File: src/rtl/count_display_pkg.sv
// Shared constants for the count display driver: conversion FSM states,
// seven-segment patterns (active-low {g,f,e,d,c,b,a}) and the blank code.
package count_display_pkg;

    typedef enum logic [1:0] {
        CONV_IDLE  = 2'd0,
        CONV_SHIFT = 2'd1,
        CONV_DONE  = 2'd2
    } conv_state_t;

    // Any nibble above 9 decodes to an unlit digit; this one is used on purpose.
    localparam logic [3:0] BLANK_CODE = 4'hF;

    localparam logic [6:0] SEG_BLANK = 7'b1111111;
    localparam logic [6:0] SEG_0     = 7'b1000000;
    localparam logic [6:0] SEG_1     = 7'b1111001;
    localparam logic [6:0] SEG_2     = 7'b0100100;
    localparam logic [6:0] SEG_3     = 7'b0110000;
    localparam logic [6:0] SEG_4     = 7'b0011001;
    localparam logic [6:0] SEG_5     = 7'b0010010;
    localparam logic [6:0] SEG_6     = 7'b0000010;
    localparam logic [6:0] SEG_7     = 7'b1111000;
    localparam logic [6:0] SEG_8     = 7'b0000000;
    localparam logic [6:0] SEG_9     = 7'b0010000;

    function automatic logic [3:0] bcd_adjust(input logic [3:0] nibble);
        return (nibble >= 4'd5) ? nibble + 4'd3 : nibble;
    endfunction

endpackage

File: src/rtl/seg7_decoder.sv
// Combinational BCD nibble to active-low seven-segment pattern.
module seg7_decoder
    import count_display_pkg::*;
(
    input  logic [3:0] digit,
    output logic [6:0] seg
);

    always_comb begin
        seg = SEG_BLANK;
        case (digit)
            4'd0: seg = SEG_0;
            4'd1: seg = SEG_1;
            4'd2: seg = SEG_2;
            4'd3: seg = SEG_3;
            4'd4: seg = SEG_4;
            4'd5: seg = SEG_5;
            4'd6: seg = SEG_6;
            4'd7: seg = SEG_7;
            4'd8: seg = SEG_8;
            4'd9: seg = SEG_9;
            default: seg = SEG_BLANK;
        endcase
    end

endmodule

File: src/rtl/count_display_driver.sv
// Binary count to multiplexed decimal display: double-dabble conversion FSM
// feeding committed digit registers, scanned one digit per refresh tick.
//
//   state      | meaning
//   CONV_IDLE  | sample Count, clear BCD scratch
//   CONV_SHIFT | WIDTH add-3/shift steps of {bcd, bin}
//   CONV_DONE  | commit BCD scratch to digit registers, pulse Conv_done
module count_display_driver
    import count_display_pkg::*;
#(
    parameter int WIDTH       = 5,
    parameter int DIGITS      = 2,
    parameter int REFRESH_DIV = 100000
) (
    input  logic              Clk,
    input  logic              reset,
    input  logic [WIDTH-1:0]  Count,
    output logic [6:0]        Seg,
    output logic [DIGITS-1:0] An,
    output logic              Conv_done
);

    localparam int CNT_W = $clog2(WIDTH + 1);
    localparam int PRE_W = $clog2(REFRESH_DIV);
    localparam int IDX_W = (DIGITS > 1) ? $clog2(DIGITS) : 1;

    conv_state_t         state, state_nxt;
    logic [CNT_W-1:0]    shift_cnt;
    logic [WIDTH-1:0]    bin_sr;
    logic [4*DIGITS-1:0] bcd_sr;
    logic [4*DIGITS-1:0] bcd_adj;
    logic [4*DIGITS-1:0] digit_reg;

    logic [PRE_W-1:0]    pre_cnt;
    logic                scan_tick;
    logic [IDX_W-1:0]    digit_idx, idx_nxt;
    logic [DIGITS-1:0]   blank_mask;
    logic [3:0]          sel_nibble;
    logic [6:0]          seg_dec;

    always_ff @(posedge Clk) begin
        if (!reset) state <= CONV_IDLE;
        else        state <= state_nxt;
    end

    always_comb begin
        state_nxt = state;
        case (state)
            CONV_IDLE:  state_nxt = CONV_SHIFT;
            CONV_SHIFT: if (shift_cnt == '0) state_nxt = CONV_DONE;
            CONV_DONE:  state_nxt = CONV_IDLE;
            default:    state_nxt = CONV_IDLE;
        endcase
    end

    always_comb begin
        bcd_adj = bcd_sr;
        for (int i = 0; i < DIGITS; i++)
            bcd_adj[4*i +: 4] = bcd_adjust(bcd_sr[4*i +: 4]);
    end

    always_ff @(posedge Clk) begin
        if (!reset) begin
            bin_sr    <= '0;
            bcd_sr    <= '0;
            shift_cnt <= '0;
            digit_reg <= '0;
            Conv_done <= 1'b0;
        end else begin
            Conv_done <= 1'b0;
            case (state)
                CONV_IDLE: begin
                    bin_sr    <= Count;
                    bcd_sr    <= '0;
                    shift_cnt <= CNT_W'(WIDTH - 1);
                end
                CONV_SHIFT: begin
                    {bcd_sr, bin_sr} <= {bcd_adj, bin_sr} << 1;
                    shift_cnt        <= shift_cnt - CNT_W'(1);
                end
                CONV_DONE: begin
                    digit_reg <= bcd_sr;
                    Conv_done <= 1'b1;
                end
                default: ;
            endcase
        end
    end

    assign scan_tick = (pre_cnt == PRE_W'(REFRESH_DIV - 1));
    assign idx_nxt   = (digit_idx == IDX_W'(DIGITS - 1)) ? '0 : digit_idx + IDX_W'(1);

    // A digit is blanked when it and every digit above it are zero; units never.
    always_comb begin
        logic zero_run;
        zero_run   = 1'b1;
        blank_mask = '0;
        for (int i = DIGITS - 1; i > 0; i--) begin
            zero_run      = zero_run & (digit_reg[4*i +: 4] == 4'd0);
            blank_mask[i] = zero_run;
        end
    end

    always_comb begin
        sel_nibble = BLANK_CODE;
        for (int i = 0; i < DIGITS; i++) begin
            if (idx_nxt == IDX_W'(i))
                sel_nibble = blank_mask[i] ? BLANK_CODE : digit_reg[4*i +: 4];
        end
    end

    seg7_decoder u_seg7_decoder (
        .digit (sel_nibble),
        .seg   (seg_dec)
    );

    always_ff @(posedge Clk) begin
        if (!reset) begin
            pre_cnt   <= '0;
            digit_idx <= '0;
            An        <= '1;
            Seg       <= SEG_BLANK;
        end else if (scan_tick) begin
            pre_cnt   <= '0;
            digit_idx <= idx_nxt;
            An        <= ~(DIGITS'(1) << idx_nxt);
            Seg       <= seg_dec;
        end else begin
            pre_cnt   <= pre_cnt + PRE_W'(1);
        end
    end

endmodule

File: config.mk
export PLATFORM = sky130hd
export DESIGN_NAME = count_display_driver
export DESIGN_NICKNAME = d
export VERILOG_FILES = /design/src/rtl/count_display_pkg.sv /design/src/rtl/seg7_decoder.sv /design/src/rtl/count_display_driver.sv
export SDC_FILE = /design/constraint.sdc
export NUM_CORES = 1
export LEC_CHECK = 0
export BUFFER_PORTS_ARGS = -buffer_cell sky130_fd_sc_hd__buf_2
export CELL_PAD_IN_SITES_DETAIL_PLACEMENT = 0
export CELL_PAD_IN_SITES_GLOBAL_PLACEMENT = 2
export CORE_ASPECT_RATIO = 0.9
export CORE_MARGIN = 4
export CORE_UTILIZATION = 39
export DETAILED_ROUTE_END_ITERATION = 6
export MAX_ROUTING_LAYER = met4
export PLACE_DENSITY_LB_ADDON = 0.2
export SYNTH_ARGS = -nofsm -noshare
export SYNTH_HDL_FRONTEND = slang
export SYNTH_SLANG_ARGS = --single-unit
File: constraint.sdc
create_clock -name Clk -period 3.95 [get_ports Clk]
set_input_delay 1.185 -clock Clk [delete_from_list [all_inputs] [get_ports Clk]]
set_output_delay 1.185 -clock Clk [all_outputs]
set_load 0.1 [all_outputs]
==> impl_results.md, run 1 <==
- Cts bufs inserted: 5
- Setup Skew: 3.71 ps
- Initial antenna violation count: 0
- Avg Inst Size Synth: 8.48 um2
- XOR/XNOR Fraction of Synth Area: 5.51%
- CP Buf/Inv Count: 1
- Yosys top cell by area: dfxtp_1
- Final min period: 2270 ps
- Drt total wl: 4440 um
- Worst Hold Class: reg2reg
- Layout Nets: 311
- Post-route setup TNS: 0 ps
- Drt wl/cell: 12.1 um
- DRT iter0 DRCs: 85
- Site row count: 26
- CTS tree: built
- Num Clock Sinks: 54
- Critical path's largest stage delay: 430 ps
- Critical path class: reg2out
- Status: complete, no violations
- Seq/Total Area, Yosys: 45.4%
- Starting Density: 41.2%
- N_diodes: 0
- Core Footprint: 5790 um2
- Tcrit/Tclk final: 57.5%
- Critical path cell sequence: buf_2
- Highest-delay cell along the critical path: buf_2
- DRC Markers: 0
- Main combinational cell family by area after synthesis: simple AND/OR/NAND/NOR gates
- Synthesized area: 2380 um2
- CP required: 2760 ps
- Synth Flop Type: dfxtp_1
- Count of final hold-check violations: 0
- Vias per cell: 5.08
- Share of cells above drive strength 1: 11.1%
- Synth Area in Simple Gates: 23.3%
- PortBufs: 16
- Die height: 82.2 um
- Slew at the pin closest to its max-slew limit: 721 ps
- Startpoint types: flop
- Synth Instances: 281
- Final setup vio count: 0
- Post-DP HPWL: 3070 um
- Number of global-route vias before repair: 1710
- DIE WIDTH: 90.4 um
- Family with the most delay on the worst path: buffers and inverters
- Syn nets: 296
- Root Driver: clkbuf_8
- Largest register FFs: 17
- Antenna Nets Post-Route: 0
- Seq cells post-synth: 54
- Hold WS: 456 ps
- Complex-gate fraction of the synthesized area: 14.8%
- CTS resizes: 0
- Pin count of the biggest net entering global routing: 29
- CP arrival: 1090 ps
- Total track usage: 13.6%
- Routability Congestion: 0.733
- Top-area cell type share of the netlist area: 45.4%
- Area Overhead vs Synth: 9.66%
- Hold_buf cts: 0
- Total number of vias: 1866
- VDD IR max: 0.204 mV
- H-tree depth: 2
- Syn. warnings: 0
- Gr ovfl total: 0
- Synth async-reset ratio: 0%
- Max Cap Viol: 0
- Top cells by area, synth: dfxtp_1 (45%), a21oi_1 (6.3%), nor2_1 (6.3%)
- Critical Path End Type: primary output
- Highest clock rate: 0.440 GHz
- Pleak: 0.962 nW
- IO Count: 17
- Synth Area in Adders: 4.20%
- First-pass GRT wire length: 7960 um
- RSZ-0062 raised after global routing: no
- Critical Path Fanout Max: 2
- Setup Fix Bufs, Post-CTS: 0
- DIE AREA: 7430 um2
- PD cells: 366 nW/um2
- Worst-path clk slew: 90 ps
- Later-pin clock latency in the skew report: 300 ps
- Post-synth EDFFs: 0
- Mux cell area share after synthesis: 2.52%
- Max clock buf depth: 2
- Fillers: 589
- Max Transition Viols Final: 0
- Distinct cell type count after synthesis: 44
- Pre-antenna DRT Iters: 4
- Max-slew headroom: 51.9%
-- kinds of logic (layout without fill, tap and decap cells) --
group                      count (synthesis)  count (layout)
AOI/OAI and AO/OA                         57              57
DFF                                       54              54
muxes                                      6               6
adders and majority gates                  8               8
buffers and inverters                     26              42
and+or+nand+nor                          115             115
xor gates and xnor gates                  15              15
-- placed cells by master, fill, tap and decap left out, drive strengths merged, types with 5 or more instances in the layout --
cell type	instances
xnor2	6
o21ai	7
mux2i	6
nor3	6
and3	6
clkbuf	7
nand2b	7
buf	18
a22oi	5
nand3	9
dfxtp	54
nand2	31
a21oi	31
nor2	41
xor2	9
ha	8
inv	15
-- where the power goes --
| part | total (W) | switching [W] | internal [W] |
|---|---|---|---|
| combinational | 0.0000740 | 0.0000453 | 0.0000288 |
| clock | 0.000309 | 0.000167 | 0.000142 |
| sequential | 0.000574 | 0.0000145 | 0.000560 |
-- per-stage QoR --
stage	cell area [um2]	std cells	setup slack [ps]	total power (W)	util [%]
2_1_floorplan	2380	281	1840	0.000643	-
3_3_place_gp	2520	359	1640	0.000662	43.6
3_5_place_dp	2520	359	1610	0.000662	43.6
4_1_cts	2610	367	1650	0.000978	45.1
5_1_grt	2610	367	1620	0.00101	45.1
6_report	2610	367	1680	0.000957	45.1
-- synthesized netlist by cell type (3+ instances only) --
master / number
o21ai_0: 7
a22oi_1: 5
o31ai_1: 4
clkbuf_1: 6
mux2i_1: 6
nor3_1: 6
dfxtp_1: 54
nand2b_1: 7
a21oi_1: 30
nand2_1: 30
nor2_1: 40
inv_1: 15
nand4_1: 3
and3_1: 6
ha_1: 8
nand3_1: 7
or3_1: 4
xnor2_1: 6
xor2_1: 9
-- final timing paths --
path | from | slack (ps) | endpoint | depth (start not counted)
max | An[1] | 1680 | An[1] | 1
min | digit_reg[1] | 460 | digit_reg[1] | 2
min reg2reg | digit_reg[1] | 460 | digit_reg[1] | 2
max reg2reg | digit_reg[7] | 2060 | Seg[3] | 7
-- tightest hold or removal path, stage by stage, from the launching register on --
cell	delay (ps)
dfxtp_1	310
nand2_1	50
a21oi_1	50
-- per-layer routing --
layer / up-vias / GRT usage, % / share of wire, %
met3: 5 / 2.72 / 2.5
met1: 856 / 17.9 / 51
li1: 987 / - / -
met2: 18 / 21.1 / 45
met5: - / - / 0
met4: 0 / 4.59 / 1.1
-- layout make-up --
cell class	count	area, um2	area share [%]
multi-input cells	201	1200	45.9
well taps	70	87.6	3.35
repair buffers	18	95.1	3.64
clock inverters	1	5.00	0.191
inverters	16	60.1	2.30
clock buffers	7	86.3	3.30
flip-flops and latches	54	1080	41.4
(Power assumes the default switching activity.)
==> run 2: changes to the inputs <==
- CORE_UTILIZATION: 39 -> 36
- clock period: 3.95 -> 2.1 ns (I/O delays scaled with it)
==> impl_results.md, run 2 (synthesis results as in run 1) <==
- Status: complete, no violations
- Logic pwr share: 8.8% (+1.1 points)
- Hold_buf cts: 0 (unchanged)
- Pin count of the biggest net entering global routing: 28 (-3.4%)
- RSZ-0062 raised after global routing: no
- Antenna Nets Post-Route: 0 (unchanged)
- Drt wl/cell: 11.8 um (-2.4%)
- Non-filler cells, final: 386 (+5.2%)
- IO Count: 17 (unchanged)
- Die height: 85.2 um (+3.7%)
- DIE WIDTH: 93.8 um (+3.7%)
- DRC Markers: 0 (unchanged)
- Tcrit/Tclk final: 86.9%
- Final min period: 1830 ps
- Pleak: 0.968 nW (+0.57%)
- Site row count: 27 (+3.8%)
- Vias per cell: 4.73 (-7.0%)
- Worst Hold Class: reg2reg
- P_int: 0.00134 W (+84%)
- Fillers: 675 (+15%)
- Clk network pwr share: 30.6% (-1.7 points)
- Drt total wl: 4560 um (+2.7%)
- Count of final hold-check violations: 0 (unchanged)
- Cts bufs inserted: 5 (unchanged)
- Most common cell after layout, fill and taps aside: dfxtp_1
- VDD IR max: 0.257 mV (+26%)
- Initial antenna violation count: 0 (unchanged)
- DIE AREA: 7990 um2 (+7.5%)
- CTS tree: built
- PD cells: 668 nW/um2 (+83%)
- Largest register FFs: 17 (unchanged)
- CTS resizes: 0 (unchanged)
- DRT iter0 DRCs: 64 (-25%)
- Routability Congestion: 0.727 (-0.89%)
- Total number of vias: 1825 (-2.2%)
- Slew at the pin closest to its max-slew limit: 517 ps (-204 ps)
- Number of global-route vias before repair: 1691 (-1.1%)
- Max clock buf depth: 2 (unchanged)
- CP required: 2330 ps (-430 ps)
- Share of cells above drive strength 1: 11.4% (+0.26 points)
- Highest clock rate: 0.548 GHz
- Critical Path End Type: flop
- Max-slew headroom: 65.2% (+13 points)
- Core Footprint: 6280 um2 (+8.5%)
- Final setup vio count: 0 (unchanged)
- Post-DP HPWL: 3230 um (+5.3%)
- Switch share: 23.9% (+0.17 points)
- First-pass GRT wire length: 7810 um (-1.8%)
- N_diodes: 0 (unchanged)
- Commonest non-fill, non-tap cells in the layout: dfxtp_1 (54), nor2_1 (40), a21oi_1 (30), nand2_1 (30), buf_2 (16)
- Setup Fix Bufs, Post-CTS: 0 (unchanged)
- Root Driver: clkbuf_8
- Startpoint types: flop
- Pre-antenna DRT Iters: 4 (unchanged)
- Critical Path Fanout Max: 7 (+5)
- Seq pwr share: 60.6% (+0.6 points)
- Starting Density: 37.9% (-3.2 points)
- Critical path class: reg2reg
- DP Cell Count: 379 (+5.6%)
- Total track usage: 12.4% (-1.1 points)
- Worst-path clk slew: 100 ps (about the same)
- Post-route setup TNS: 0 ps (unchanged)
- Later-pin clock latency in the skew report: 300 ps (about the same)
- CP arrival: 2050 ps (+960 ps)
- Max Cap Viol: 0 (unchanged)
- Sw Pwr: 0.000421 W (+86%)
- Hold WS: 462 ps (+6.72 ps)
- Num Clock Sinks: 54 (unchanged)
- Max Transition Viols Final: 0 (unchanged)
- Layout Nets: 314 (+0.96%)
- H-tree depth: 2 (unchanged)
- Area Overhead vs Synth: 10.9%
- Setup Skew: 10.4 ps (+6.70 ps)
- Gr ovfl total: 0 (unchanged)
- PortBufs: 16 (unchanged)
## run 2: cell count changes in the layout (fill, tap and decap cells not counted)
cell | previous run | this run
clkbuf_8 | 6 | 5
clkbuf_1 | 1 | 2
clkinv_2 | 1 | 0
buf_4 | 2 | 5
## run 2: stage by stage
step	instance area (um2)	total power, W	utilization, %	worst slack [ps]
after global placement	2570	0.00125	40.8	297
final	2640	0.00177	42.1	275
after CTS	2640	0.00180	42.1	283
after detailed placement	2570	0.00125	40.8	307
after global routing	2640	0.00185	42.1	50.5
after floorplan	2380	0.00121	-	427
## run 2: power groups by stage
stage	sequential [W]	clock [W]	combinational, W
finish	0.00107	0.000540	0.000155
global route	0.00108	0.000599	0.000178
CTS	0.00107	0.000568	0.000160
detailed placement	0.00110	0	0.000159
global placement	0.00110	0	0.000159
floorplan	0.00110	0	0.000114
## run 2: area by class of cell
class / count / area [um2] / share of cell area [%]
multi-input cells: 201 / 1200 / 45.4
flip-flops and latches: 54 / 1080 / 40.9
repair buffers: 21 / 118 / 4.45
well taps: 87 / 109 / 4.12
clock buffers: 7 / 76.3 / 2.89
inverters: 16 / 60.1 / 2.27
## run 2: critical path, cell delays in order (launching register included)
cell	delay, ps
dfxtp_1	460
nor3_1	90
o31ai_1	390
inv_1	120
ha_1	330
nor3_1	190
nor2_1	70
a21oi_1	110
## run 2: final timing paths
kind / from / slack (ps) / endpoint / cells after the start
worst max-delay path: digit_reg[7] / 270 / Seg[3] / 7
worst min-delay path: pre_cnt[0] / 460 / pre_cnt[0] / 1
worst max register to register: digit_reg[7] / 270 / Seg[3] / 7
worst min register to register: pre_cnt[0] / 460 / pre_cnt[0] / 1
## run 2: layer usage
layer  up-vias  part of all wire [%]  GRT usage [%]
met3         5                   1.9           2.93
li1        990                     -              -
met2        10                    44           19.0
met4         0                  0.83           3.54
met5         -                     0              -
met1       820                    53           16.3
==> run 3: changes to the inputs <==
- ABC_AREA: unset -> 1
- CORE_UTILIZATION: 36 -> 35
==> impl_results.md, run 3 <==
- Status: complete, no violations
- Later-pin clock latency in the skew report: 310 ps (about the same)
- Final setup vio count: 0 (unchanged)
- Setup Fix Bufs, Post-CTS: 0 (unchanged)
- Critical path's largest stage delay: 450 ps (about the same)
- Syn nets: 368 (+24%)
- Highest clock rate: 0.565 GHz (+3.2%)
- H-tree depth: 2 (unchanged)
- RSZ-0062 raised after global routing: no
- Final Util: 40.4% (-1.6 points)
- Synth Flop Type: dfxtp_1
- Setup Skew: 7.21 ps (-3.20 ps)
- DRC Markers: 0 (unchanged)
- Starting Density: 36.5% (-1.4 points)
- Area of the multi-input gates: 1330 um2 (+11%)
- CP Buf/Inv Count: 1 (unchanged)
- Drt total wl: 5660 um (+24%)
- Num Clock Sinks: 54 (unchanged)
- First-pass GRT wire length: 9850 um (+26%)
- Synthesized area: 2620 um2 (+10%)
- Area Overhead vs Synth: 10.7%
- Startpoint types: flop
- Slew at the pin closest to its max-slew limit: 579 ps (+62.5 ps)
- Max clock buf depth: 2 (unchanged)
- Family with the most delay on the worst path: buffers and inverters
- PortBufs: 16 (unchanged)
- Reg2reg setup slack: 460 ps (+190 ps)
- DIE WIDTH: 99.3 um (+5.9%)
- Highest-delay cell along the critical path: buf_2
- Worst Hold Class: reg2reg
- Pleak: 1.14 nW (+18%)
- Non-filler cells, final: 467 (+21%)
- Antenna Nets Post-Route: 0 (unchanged)
- CTS tree: built
- CP arrival: 1140 ps (-910 ps)
- Routability Congestion: 0.836 (+15%)
- Site row count: 29 (+7.4%)
- IO Count: 17 (unchanged)
- Drt wl/cell: 12.1 um (+2.6%)
- Tcrit/Tclk final: 84.2% (-2.7 points)
- Initial antenna violation count: 0 (unchanged)
- Synth Instances: 353 (+26%)
- Hold wc startpoint: Seg[2]
- CTS resizes: 0 (unchanged)
- Count of final hold-check violations: 0 (unchanged)
- Critical Path Fanout Max: 2 (-5)
- Worst R2R End: pre_cnt[8]
- Synth async-reset ratio: 0% (unchanged)
- Sequential Area: 1080 um2 (unchanged)
- Seq cells post-synth: 54 (unchanged)
- Hold path depth: 2 (+1)
- DP Cell Count: 459 (+21%)
- Hold EP: Seg[2]
- Die height: 90.1 um (+5.8%)
- Yosys top cell by area: dfxtp_1
- CP required: 1470 ps (-860 ps)
- Largest register FFs: 17 (unchanged)
- R2R Path Start: pre_cnt[0]
- Post-synth EDFFs: 0 (unchanged)
- R2R cell count: 8 (+1)
- Distinct cell type count after synthesis: 41 (-6.8%)
- Seq/Total Area, Yosys: 41.2% (-4.2 points)
- Clk network pwr share: 32.9% (+2.3 points)
- Total number of vias: 2181 (+20%)
- PD cells: 634 nW/um2 (-5.1%)
- Share of cells above drive strength 1: 15.0% (+3.6 points)
- Avg Inst Size Synth: 7.43 um2 (-12%)
- Final Worst Setup Slack: 331 ps (+56.3 ps)
- Switch share: 25.3% (+1.4 points)
- Max-slew headroom: 61.2% (-4.0 points)
- Max Cap Viol: 0 (unchanged)
- Vias per cell: 4.67 (-1.2%)
- Hold_buf cts: 0 (unchanged)
- Root Driver: clkbuf_8
- Post-DP HPWL: 4150 um (+28%)
- VDD IR max: 0.281 mV (+9.3%)
- Max Transition Viols Final: 0 (unchanged)
- Total power: 0.00184 W (+4.3%)
- Total track usage: 13.8% (+1.4 points)
- Pin count of the biggest net entering global routing: 19 (-32%)
- Pre-antenna DRT Iters: 4 (unchanged)
- Layout Nets: 388 (+24%)
- Critical Path End Type: primary output
- P_int: 0.00138 W (+2.4%)
- Final min period: 1770 ps (-56.3 ps)
- DRT iter0 DRCs: 65 (+1.6%)
- Seq pwr share: 58.4% (-2.2 points)
- Logic pwr share: 8.7% (about the same)
- Worst-path clk slew: 100 ps (about the same)
- Gr ovfl total: 0 (unchanged)
- N_diodes: 0 (unchanged)
- Critical path cell sequence: buf_2
- Most frequent cell after synthesis: nand2_1
- Core Footprint: 7180 um2 (+14%)
- Top cells by area, synth: dfxtp_1 (41%), nand2_1 (11%), nor2_1 (6.0%)
- Most common cell after layout, fill and taps aside: nand2_1
- Number of global-route vias before repair: 2065 (+22%)
- Syn. warnings: 0 (unchanged)
- Commonest cells post-synth: nand2_1 (74), dfxtp_1 (54), nor2_1 (42)
- Critical path class: reg2out
- Fillers: 776 (+15%)
- Sw Pwr: 0.000465 W (+10%)
- Pre-CTS WS: 454 ps (+147 ps)
- DIE AREA: 8950 um2 (+12%)
- Top-area cell type share of the netlist area: 41.2% (-4.2 points)
- Post-route setup TNS: 0 ps (unchanged)
- Commonest non-fill, non-tap cells in the layout: nand2_1 (74), dfxtp_1 (54), nor2_1 (42)
- Cts bufs inserted: 5 (unchanged)
-- run 3: cell types whose count changed after synthesis, sizes merged, moves of 7 or more --
cell,previous run,this run
nand2b,7,0
inv,15,46
o21ai,7,14
a21oi,31,23
nand3,9,32
nand2,31,81
-- run 3: cell type report --
type / count / area share (%)
Clock buffer: 7 / 2.97
Clock inverter: 1 / 0.172
Inverter: 46 / 5.95
Multi-Input combinational cell: 246 / 45.9
Sequential cell: 54 / 37.2
Tap cell: 93 / 4.01
Timing Repair Buffer: 20 / 3.79
-- run 3: power by group through the flow --
stage	sequential (W)	clock [W]	combinational, W
after floorplan	0.00110	0	0.000113
after global placement	0.00110	0	0.000163
after detailed placement	0.00110	0	0.000162
after CTS	0.00108	0.000636	0.000163
after global routing	0.00108	0.000682	0.000181
final	0.00108	0.000606	0.000159
-- run 3: stage by stage --
step                hold slack, ps  instance area, um2
floorplan                      439                2620
global placement               449                2810
detailed placement             444                2810
CTS                            470                2900
global route                   494                2900
finish                         464                2900
-- run 3: cells by family after synthesis --
kind of cell / count (synthesis) / share of synthesized area [%]
flops: 54 / 41.2
buf+inv: 53 / 8.01
xor+xnor: 5 / 1.67
simple gates: 182 / 34.3
fa+ha+maj: 8 / 3.82
compound gates: 51 / 11.0
-- run 3: worst max path at each step --
stage | startpoint | to | slack [ps] | cells after the start
detailed placement | pre_cnt[0] | pre_cnt[8] | 450 | 8
global route | digit_idx | Seg[3] | 160 | 10
global placement | pre_cnt[0] | pre_cnt[8] | 490 | 8
finish | Seg[0] | Seg[0] | 330 | 1
CTS | Seg[0] | Seg[0] | 310 | 1
floorplan | An[0] | An[0] | 550 | 0
-- run 3: per-layer routing --
| layer | vias to the layer above | global-route usage [%] | part of all wire [%] |
|---|---|---|---|
| met3 | 2 | 2.94 | 2.8 |
| met2 | 20 | 19.4 | 42 |
| met1 | 978 | 19.5 | 54 |
| met5 | - | - | 0 |
| li1 | 1181 | - | - |
| met4 | 0 | 4.44 | 0.55 |
